==> src/rtl/tx_ram_pkg.sv <==
// rtl/tx_ram_pkg.sv - shared defaults and types for the TX RAM writer/reader pair
//
// Contents:
//   DEF_DATA_WIDTH / DEF_ADDR_WIDTH - default RAM geometry
//   DEF_PTR_WIDTH, ptr_width()      - pointer width: address plus one wrap bit
//   wr_state_e                      - writer state: WRITE or DROP
package tx_ram_pkg;

  localparam int DEF_DATA_WIDTH = 64;
  localparam int DEF_ADDR_WIDTH = 9;
  localparam int DEF_PTR_WIDTH  = DEF_ADDR_WIDTH + 1;

  typedef enum logic {
    WRITE = 1'b0,
    DROP  = 1'b1
  } wr_state_e;

  // Pointers carry one bit above the address so full and empty differ.
  function automatic int ptr_width(input int addr_width);
    return addr_width + 1;
  endfunction

endpackage

==> src/rtl/tx_ram_writer_if.sv <==
// rtl/tx_ram_writer_if.sv - stream, RAM write port and pointer bundle of the TX RAM writer
//
// Signals:
//   s_data/s_valid/s_last/s_abort/s_ready - framed input stream
//   ram_wr_data/ram_wr_addr/ram_wr_en     - RAM write port
//   rd_ptr                                - reader consumed pointer (wr_clk domain)
//   commit_ptr/frame_commit/frame_drop    - frame publication towards the reader
//   level                                 - words held in the buffer
// Modports: slave = the writer, master = the environment around it.
interface tx_ram_writer_if
  import tx_ram_pkg::*;
#(
  parameter int ADDR_WIDTH = DEF_ADDR_WIDTH,
  parameter int DATA_WIDTH = DEF_DATA_WIDTH
);

  logic [DATA_WIDTH-1:0] s_data;
  logic                  s_valid;
  logic                  s_last;
  logic                  s_abort;
  logic                  s_ready;
  logic [DATA_WIDTH-1:0] ram_wr_data;
  logic [ADDR_WIDTH-1:0] ram_wr_addr;
  logic                  ram_wr_en;
  logic [ADDR_WIDTH:0]   rd_ptr;
  logic [ADDR_WIDTH:0]   commit_ptr;
  logic                  frame_commit;
  logic                  frame_drop;
  logic [ADDR_WIDTH:0]   level;

  modport slave (
    input  s_data, s_valid, s_last, s_abort, rd_ptr,
    output s_ready, ram_wr_data, ram_wr_addr, ram_wr_en,
           commit_ptr, frame_commit, frame_drop, level
  );

  modport master (
    output s_data, s_valid, s_last, s_abort, rd_ptr,
    input  s_ready, ram_wr_data, ram_wr_addr, ram_wr_en,
           commit_ptr, frame_commit, frame_drop, level
  );

endinterface

==> src/rtl/tx_ram_free_calc.sv <==
// rtl/tx_ram_free_calc.sv - occupancy and full flag of a circular buffer from two wrap-bit pointers
//
// Ports:
//   wptr_i  - write pointer with wrap bit
//   rptr_i  - read pointer with wrap bit
//   level_o - words held, wptr_i - rptr_i
//   full_o  - no free slot left
module tx_ram_free_calc
  import tx_ram_pkg::*;
#(
  parameter int ADDR_WIDTH = DEF_ADDR_WIDTH
) (
  input  logic [ADDR_WIDTH:0] wptr_i,
  input  logic [ADDR_WIDTH:0] rptr_i,
  output logic [ADDR_WIDTH:0] level_o,
  output logic                full_o
);

  localparam logic [ADDR_WIDTH:0] DEPTH = {1'b1, {ADDR_WIDTH{1'b0}}};

  logic [ADDR_WIDTH:0] free;

  // Modulo arithmetic over the wrap bit gives the right answer across wraps.
  assign level_o = wptr_i - rptr_i;
  assign free    = DEPTH - level_o;
  assign full_o  = (free == '0);

endmodule

==> src/rtl/tx_ram_writer.sv <==
// rtl/tx_ram_writer.sv - write-side controller for the TX distributed SDP RAM
//
// Writes a framed stream into the RAM as a circular buffer and only publishes
// commit_ptr once the last word of a frame is inside the RAM.
// Ports:
//   wr_clk   - write clock, shared with the RAM write port
//   asyn_rst - asynchronous active-high reset
//   wr_if    - s_* stream in, ram_wr_* out, rd_ptr in,
//              commit_ptr/frame_commit/frame_drop/level out
module tx_ram_writer
  import tx_ram_pkg::*;
#(
  parameter int ADDR_WIDTH = DEF_ADDR_WIDTH,
  parameter int DATA_WIDTH = DEF_DATA_WIDTH,
  parameter int MAX_WORDS  = 256
) (
  input  logic           wr_clk,
  input  logic           asyn_rst,
  tx_ram_writer_if.slave wr_if
);

  localparam int            PW       = ptr_width(ADDR_WIDTH);
  localparam logic [PW-1:0] LAST_IDX = PW'(MAX_WORDS - 1);

  wr_state_e             state_q, state_d;
  logic [PW-1:0]         wptr_q, wptr_d;
  logic [PW-1:0]         word_cnt_q, word_cnt_d;
  logic [PW-1:0]         commit_ptr_q, commit_ptr_d;
  logic [PW-1:0]         pend_ptr_q, pend_ptr_d;
  logic                  pend_q, pend_d;
  logic                  frame_commit_q, frame_commit_d;
  logic                  frame_drop_q, frame_drop_d;
  logic                  wr_en_q, wr_en_d;
  logic [ADDR_WIDTH-1:0] wr_addr_q, wr_addr_d;
  logic [DATA_WIDTH-1:0] wr_data_q, wr_data_d;

  logic [PW-1:0]         level;
  logic                  full;
  logic                  ready;
  logic                  accept;
  logic [PW-1:0]         rewind_ptr;

  tx_ram_free_calc #(.ADDR_WIDTH(ADDR_WIDTH)) u_free_calc (
    .wptr_i  (wptr_q),
    .rptr_i  (wr_if.rd_ptr),
    .level_o (level),
    .full_o  (full)
  );

  // DROP swallows beats without storing them, so it never backpressures.
  assign ready  = (state_q == DROP) || !full;
  assign accept = wr_if.s_valid && ready;

  // A frame whose last beat is still in the commit pipeline is already
  // complete, so a drop must not rewind past it.
  assign rewind_ptr = pend_q ? pend_ptr_q : commit_ptr_q;

  always_comb begin
    state_d        = state_q;
    wptr_d         = wptr_q;
    word_cnt_d     = word_cnt_q;
    commit_ptr_d   = commit_ptr_q;
    pend_d         = 1'b0;
    pend_ptr_d     = pend_ptr_q;
    frame_commit_d = 1'b0;
    frame_drop_d   = 1'b0;
    wr_en_d        = 1'b0;
    wr_addr_d      = wr_addr_q;
    wr_data_d      = wr_data_q;

    // Second commit stage: the RAM takes the last word on the same edge.
    if (pend_q) begin
      commit_ptr_d   = pend_ptr_q;
      frame_commit_d = 1'b1;
    end

    if (accept) begin
      if (state_q == WRITE) begin
        if (wr_if.s_abort) begin
          wptr_d       = rewind_ptr;
          word_cnt_d   = '0;
          frame_drop_d = 1'b1;
        end else if (!wr_if.s_last && (word_cnt_q == LAST_IDX)) begin
          wptr_d       = rewind_ptr;
          word_cnt_d   = '0;
          frame_drop_d = 1'b1;
          state_d      = DROP;
        end else begin
          wr_en_d   = 1'b1;
          wr_addr_d = wptr_q[ADDR_WIDTH-1:0];
          wr_data_d = wr_if.s_data;
          wptr_d    = wptr_q + 1'b1;
          if (wr_if.s_last) begin
            word_cnt_d = '0;
            pend_d     = 1'b1;
            pend_ptr_d = wptr_q + 1'b1;
          end else begin
            word_cnt_d = word_cnt_q + 1'b1;
          end
        end
      end else if (wr_if.s_last || wr_if.s_abort) begin
        state_d    = WRITE;
        word_cnt_d = '0;
      end
    end
  end

  always_ff @(posedge wr_clk or posedge asyn_rst) begin
    if (asyn_rst) begin
      state_q        <= WRITE;
      wptr_q         <= '0;
      word_cnt_q     <= '0;
      commit_ptr_q   <= '0;
      pend_ptr_q     <= '0;
      pend_q         <= 1'b0;
      frame_commit_q <= 1'b0;
      frame_drop_q   <= 1'b0;
      wr_en_q        <= 1'b0;
      wr_addr_q      <= '0;
      wr_data_q      <= '0;
    end else begin
      state_q        <= state_d;
      wptr_q         <= wptr_d;
      word_cnt_q     <= word_cnt_d;
      commit_ptr_q   <= commit_ptr_d;
      pend_ptr_q     <= pend_ptr_d;
      pend_q         <= pend_d;
      frame_commit_q <= frame_commit_d;
      frame_drop_q   <= frame_drop_d;
      wr_en_q        <= wr_en_d;
      wr_addr_q      <= wr_addr_d;
      wr_data_q      <= wr_data_d;
    end
  end

  // Registers already clear on reset; the gate keeps s_ready low while it is held.
  assign wr_if.s_ready      = ready && !asyn_rst;
  assign wr_if.ram_wr_en    = wr_en_q;
  assign wr_if.ram_wr_addr  = wr_addr_q;
  assign wr_if.ram_wr_data  = wr_data_q;
  assign wr_if.commit_ptr   = commit_ptr_q;
  assign wr_if.frame_commit = frame_commit_q;
  assign wr_if.frame_drop   = frame_drop_q;
  assign wr_if.level        = level;

endmodule

==> src/flat_wrapper.sv <==
// flat-port wrapper written by rule: the top's interface ports become plain ports
module tx_ram_writer_flat import tx_ram_pkg::*;
#(
  parameter int ADDR_WIDTH = DEF_ADDR_WIDTH,
  parameter int DATA_WIDTH = DEF_DATA_WIDTH,
  parameter int MAX_WORDS  = 256
)
  (wr_clk, asyn_rst, wr_if_s_data, wr_if_s_valid, wr_if_s_last, wr_if_s_abort, wr_if_rd_ptr, wr_if_s_ready, wr_if_ram_wr_data, wr_if_ram_wr_addr, wr_if_ram_wr_en, wr_if_commit_ptr, wr_if_frame_commit, wr_if_frame_drop, wr_if_level);
  tx_ram_writer_if #(.ADDR_WIDTH(ADDR_WIDTH), .DATA_WIDTH(DATA_WIDTH)) wr_if_i ();
  input  logic wr_clk;
  input  logic asyn_rst;
  input wire logic [$bits(wr_if_i.s_data)-1:0] wr_if_s_data;
  input wire logic [$bits(wr_if_i.s_valid)-1:0] wr_if_s_valid;
  input wire logic [$bits(wr_if_i.s_last)-1:0] wr_if_s_last;
  input wire logic [$bits(wr_if_i.s_abort)-1:0] wr_if_s_abort;
  input wire logic [$bits(wr_if_i.rd_ptr)-1:0] wr_if_rd_ptr;
  output wire logic [$bits(wr_if_i.s_ready)-1:0] wr_if_s_ready;
  output wire logic [$bits(wr_if_i.ram_wr_data)-1:0] wr_if_ram_wr_data;
  output wire logic [$bits(wr_if_i.ram_wr_addr)-1:0] wr_if_ram_wr_addr;
  output wire logic [$bits(wr_if_i.ram_wr_en)-1:0] wr_if_ram_wr_en;
  output wire logic [$bits(wr_if_i.commit_ptr)-1:0] wr_if_commit_ptr;
  output wire logic [$bits(wr_if_i.frame_commit)-1:0] wr_if_frame_commit;
  output wire logic [$bits(wr_if_i.frame_drop)-1:0] wr_if_frame_drop;
  output wire logic [$bits(wr_if_i.level)-1:0] wr_if_level;
  assign wr_if_i.s_data = wr_if_s_data;
  assign wr_if_i.s_valid = wr_if_s_valid;
  assign wr_if_i.s_last = wr_if_s_last;
  assign wr_if_i.s_abort = wr_if_s_abort;
  assign wr_if_i.rd_ptr = wr_if_rd_ptr;
  assign wr_if_s_ready = wr_if_i.s_ready;
  assign wr_if_ram_wr_data = wr_if_i.ram_wr_data;
  assign wr_if_ram_wr_addr = wr_if_i.ram_wr_addr;
  assign wr_if_ram_wr_en = wr_if_i.ram_wr_en;
  assign wr_if_commit_ptr = wr_if_i.commit_ptr;
  assign wr_if_frame_commit = wr_if_i.frame_commit;
  assign wr_if_frame_drop = wr_if_i.frame_drop;
  assign wr_if_level = wr_if_i.level;
  tx_ram_writer #(.ADDR_WIDTH(ADDR_WIDTH), .DATA_WIDTH(DATA_WIDTH), .MAX_WORDS(MAX_WORDS)) u_core (.wr_clk(wr_clk), .asyn_rst(asyn_rst), .wr_if(wr_if_i));
endmodule
==> config.mk <==
export PLATFORM = sky130hd
export DESIGN_NAME = tx_ram_writer_flat
export DESIGN_NICKNAME = d
export VERILOG_FILES = /design/src/rtl/tx_ram_pkg.sv /design/src/rtl/tx_ram_writer_if.sv /design/src/rtl/tx_ram_free_calc.sv /design/src/rtl/tx_ram_writer.sv /design/src/flat_wrapper.sv
export SDC_FILE = /design/constraint.sdc
export NUM_CORES = 1
export LEC_CHECK = 0
export ABC_AREA = 1
export CAP_MARGIN = 20
export CORE_UTILIZATION = 48
export DETAILED_ROUTE_END_ITERATION = 8
export PLACE_DENSITY_LB_ADDON = 0.15
export SYNTH_ARGS = -nofsm -noshare
export SYNTH_HDL_FRONTEND = slang
export SYNTH_SLANG_ARGS = --single-unit
==> constraint.sdc <==
create_clock -name wr_clk -period 3.8 [get_ports wr_clk]
set_input_delay 0.38 -clock wr_clk [delete_from_list [all_inputs] [get_ports wr_clk]]
set_output_delay 0.38 -clock wr_clk [all_outputs]
set_load 0.02 [all_outputs]
==> results.sh <==
export IMPL_placementRows=40
export IMPL_cp_required_ns=3.42
export IMPL_yosysUniqueCellTypes=31
export IMPL_fin_nets=993
export IMPL_gp_congestion=0.942
export IMPL_overflow=0
export IMPL_synth_edf_count=0
export IMPL_wl_um=17000
export IMPL_syn_area_per_cell_sq_um=8.07
export IMPL_yosysMostFrequentCell="nand2_1"
export IMPL_cp_slowest_cell="clkdlybuf4s50_1"
export IMPL_cts_root_buf="clkbuf_16"
export IMPL_postCtsHoldBufs=0
export IMPL_run_status="complete, no violations"
export IMPL_synthCells=747
export IMPL_area_growth_pct=39.9
export IMPL_clkTransAtPathRegs_ns=0.06
export IMPL_ys_seq_area_share_pct=49.0
export IMPL_slew_headroom_pct=47.1
export IMPL_fin_tns_setup_ns=0
export IMPL_ctsResizeCount=0
export IMPL_clk_path_buf_depth=2
export IMPL_crit_type="register to output port"
export IMPL_cts_setup_buffers=0
export IMPL_end_kind="output port"
export IMPL_htree_num_levels=4
export IMPL_insertion_delay_ns=0.41
export IMPL_dp_final_hpwl_um=11700
export IMPL_grt_pass1_wl_um=27900
export IMPL_cts_buffers_inserted=17
export IMPL_drive_above_1_share_pct=6.45
export IMPL_yosysTopAreaCell="dfrtp_1"
export IMPL_synth_net_count=838
export IMPL_peakVddDrop_uv=378
export IMPL_die_x_um=114
export IMPL_cts_tree="built"
export IMPL_fp_dieArea_sq_um=13000
export IMPL_finClkSkew_ns=0.00982
export IMPL_cp_buffers_inverters=3
export IMPL_grt_max_degree=70
export IMPL_arrival_ns=3.12
export IMPL_slew_violations=0
export IMPL_fmax_ghz=0.286
export IMPL_critPathTopFamily="buffers and inverters"
export IMPL_finalSetupViolations=0
export IMPL_core_sq_um=12100
export IMPL_ys_flop_type="dfrtp_1"
export IMPL_p_leak_nw=4.22
export IMPL_antenna_found_initial=0
export IMPL_ios=176
export IMPL_cpMostUsedCell="nand2_1"
export IMPL_drc=0
export IMPL_synth_cell_area_sq_um=6030
export IMPL_wl_per_cell_um=15.7
export IMPL_antenna_cells=0
export IMPL_dr_pass1_iters=6
export IMPL_cellPowerDensity_nw_per_um2=510
export IMPL_ys_top_cells_by_count="nand2_1, dfrtp_1, nand4_1"
export IMPL_vias=5856
export IMPL_grt_usage_pct=27.4
export IMPL_vias_per_cell=5.41
export IMPL_maxCapViolations=0
export IMPL_placed_area_sq_um=7810
export IMPL_critPathMaxFanout=8
export IMPL_hp_class="register to register"
export IMPL_final_area_sq_um=8430
export IMPL_async_flop_share_pct=100
export IMPL_worstMarginPinSlew_ns=0.794
export IMPL_rsz0062_at_grt="no"
export IMPL_ys_ff_latch=118
export IMPL_critPathMaxStageDelay_ns=0.54
export IMPL_finalPower_w=0.00430
export IMPL_drtAntennaViolNets=0
export IMPL_startpoint_type="register"
export IMPL_grt_pass1_vias=5624
export IMPL_synth_top_area_share_pct=49.0
export IMPL_hold_violations=0
export IMPL_fp_dieH_um=114
export IMPL_cts_sinks=118
export IMPL_yosys_warnings=0
export IMPL_io_buffers=175
export IMPL_layoutNonFillerInstCount=1083
export IMPL_dp_cells=1051
export IMPL_drt_iter0_drc=497
export IMPL_crit_chain="inv_1 > ha_1 > fa_1 > inv_1 > nand2_1 > nand2_1 > nand3_1 > nand2_1 > nand2_1 > nand2_1 > nand2_1 > nor2_2 > a21oi_1 > clkdlybuf4s50_1"
export IMPL_fin_util_pct=69.6
export IMPL_post_route_period_util_pct=92.0
export IMPL_post_route_min_period_ns=3.50
export IMPL_yosys_top_cells_area="dfrtp_1, nand2_1, nand4_1"
export IMPL_initial_core_util_pct=49.8
[cell usage in the layout (no fill, tap or decap)]
| cell | netlist | layout |
|---|---|---|
| fa_1 | 1 | 1 |
| clkinv_2 | 0 | 2 |
| or2_4 | 1 | 1 |
| nor3_1 | 12 | 12 |
| o21bai_1 | 1 | 1 |
| nand3_2 | 2 | 2 |
| clkbuf_1 | 10 | 3 |
| or2_1 | 1 | 1 |
| xnor2_1 | 3 | 3 |
| a21o_1 | 2 | 2 |
| nand3_1 | 25 | 25 |
| nor3_2 | 1 | 1 |
| clkbuf_16 | 0 | 17 |
| o21ai_0 | 5 | 5 |
| clkdlybuf4s50_1 | 0 | 174 |
| nand2_1 | 300 | 300 |
| nor2_2 | 2 | 2 |
| nand3b_1 | 3 | 3 |
| nand4_1 | 106 | 106 |
| clkinv_1 | 1 | 1 |
| inv_1 | 51 | 50 |
| bufinv_16 | 0 | 3 |
| mux2_2 | 10 | 10 |
| clkinvlp_4 | 0 | 1 |
| inv_2 | 1 | 1 |
| dfrtp_1 | 118 | 118 |
| xor2_1 | 7 | 7 |
| clkinv_4 | 0 | 1 |
| buf_4 | 1 | 9 |
| nand2_4 | 1 | 1 |
| nor2_4 | 0 | 1 |
| buf_12 | 0 | 1 |
| a21oi_1 | 8 | 8 |
| clkbuf_8 | 0 | 5 |
| nor2_1 | 26 | 25 |
| ha_1 | 11 | 11 |
| inv_4 | 0 | 1 |
[metrics by stage]
step                      hold WS [ns]  worst slack [ns]
after floorplan                  0.352             0.291
after global placement           0.449             0.623
after detailed placement         0.458             0.508
after CTS                        0.470             0.327
after global routing             0.478            0.0976
final                            0.467             0.304
[worst min-delay path, stage by stage (launching register included)]
cell     delay (ns)
dfrtp_1        0.34
nand2_1        0.05
nand2_1        0.05
[per-layer routing]
metal / share of wire [%] / global-route usage [%] / vias to the layer above / wire (um)
met4: 2.9 / 14.1 / 0 / 501
li1: - / - / 2785 / -
met5: 0 / 0 / - / 0
met3: 6.2 / 5.74 / 36 / 1060
met2: 47 / 43.8 / 221 / 8030
met1: 44 / 35.4 / 2814 / 7420
[cell type report]
class	count	area (sq um)
clock buffers	25	505
multi-input cells	528	2620
clock inverters	7	116
fillers	991	3680
inverters	53	201
flip-flops and latches	118	2950
repair buffers	184	1830
well taps	168	210
[state kept, by name, indices dropped and copies added (netlist names)]
register and flops:
u_core.wptr_q 10, u_core.wr_if.ram_wr_addr 9, u_core.wr_if.commit_ptr 10, u_core.wr_if.frame_drop 1, u_core.pend_q 1, u_core.pend_ptr_q 10, u_core.wr_if.ram_wr_data 64, u_core.wr_if.ram_wr_en 1
u_core.wr_if.frame_commit 1, u_core.state_q 1, u_core.word_cnt_q 10
[cells by family after synthesis]
| family | count (synthesis) | share of synthesized area, % |
|---|---|---|
| AO/OA/AOI/OAI | 16 | 1.45 |
| multiplexers | 10 | 1.87 |
| AND/OR/NAND/NOR | 480 | 35.9 |
| adder cells (fa/ha/maj) | 12 | 2.62 |
| buffers and inverters | 101 | 7.70 |
| XOR/XNOR | 10 | 1.45 |
| flip-flops | 118 | 49.0 |
[report_power, final]
part / total [W] / internal (W) / switching (W)
clock: 0.00166 / 0.00112 / 0.000544
combinational: 0.00112 / 0.000512 / 0.000603
sequential: 0.00153 / 0.00141 / 0.000117
total: 0.00430 / 0.00304 / 0.00126
[final timing paths]
check / start / end / slack (ns) / depth (start not counted)
max: u_core.wptr_q[0]$_DFFE_PP0P_ / wr_if_s_ready / 0.30 / 14
min: u_core.wr_if.ram_wr_data[19]$_DFFE_PP0P_ / u_core.wr_if.ram_wr_data[19]$_DFFE_PP0P_ / 0.47 / 2
max reg2reg: u_core.wptr_q[0]$_DFFE_PP0P_ / u_core.pend_ptr_q[0]$_DFFE_PP0P_ / 0.62 / 16
min reg2reg: u_core.wr_if.ram_wr_data[19]$_DFFE_PP0P_ / u_core.wr_if.ram_wr_data[19]$_DFFE_PP0P_ / 0.47 / 2
max in group asynchronous: asyn_rst / u_core.wr_if.commit_ptr[5]$_DFF_PP0_ / 2.39 / 3
min in group asynchronous: asyn_rst / u_core.wr_if.ram_wr_data[54]$_DFFE_PP0P_ / 0.51 / 2
No activity file was read; power rests on OpenSTA's default activity.
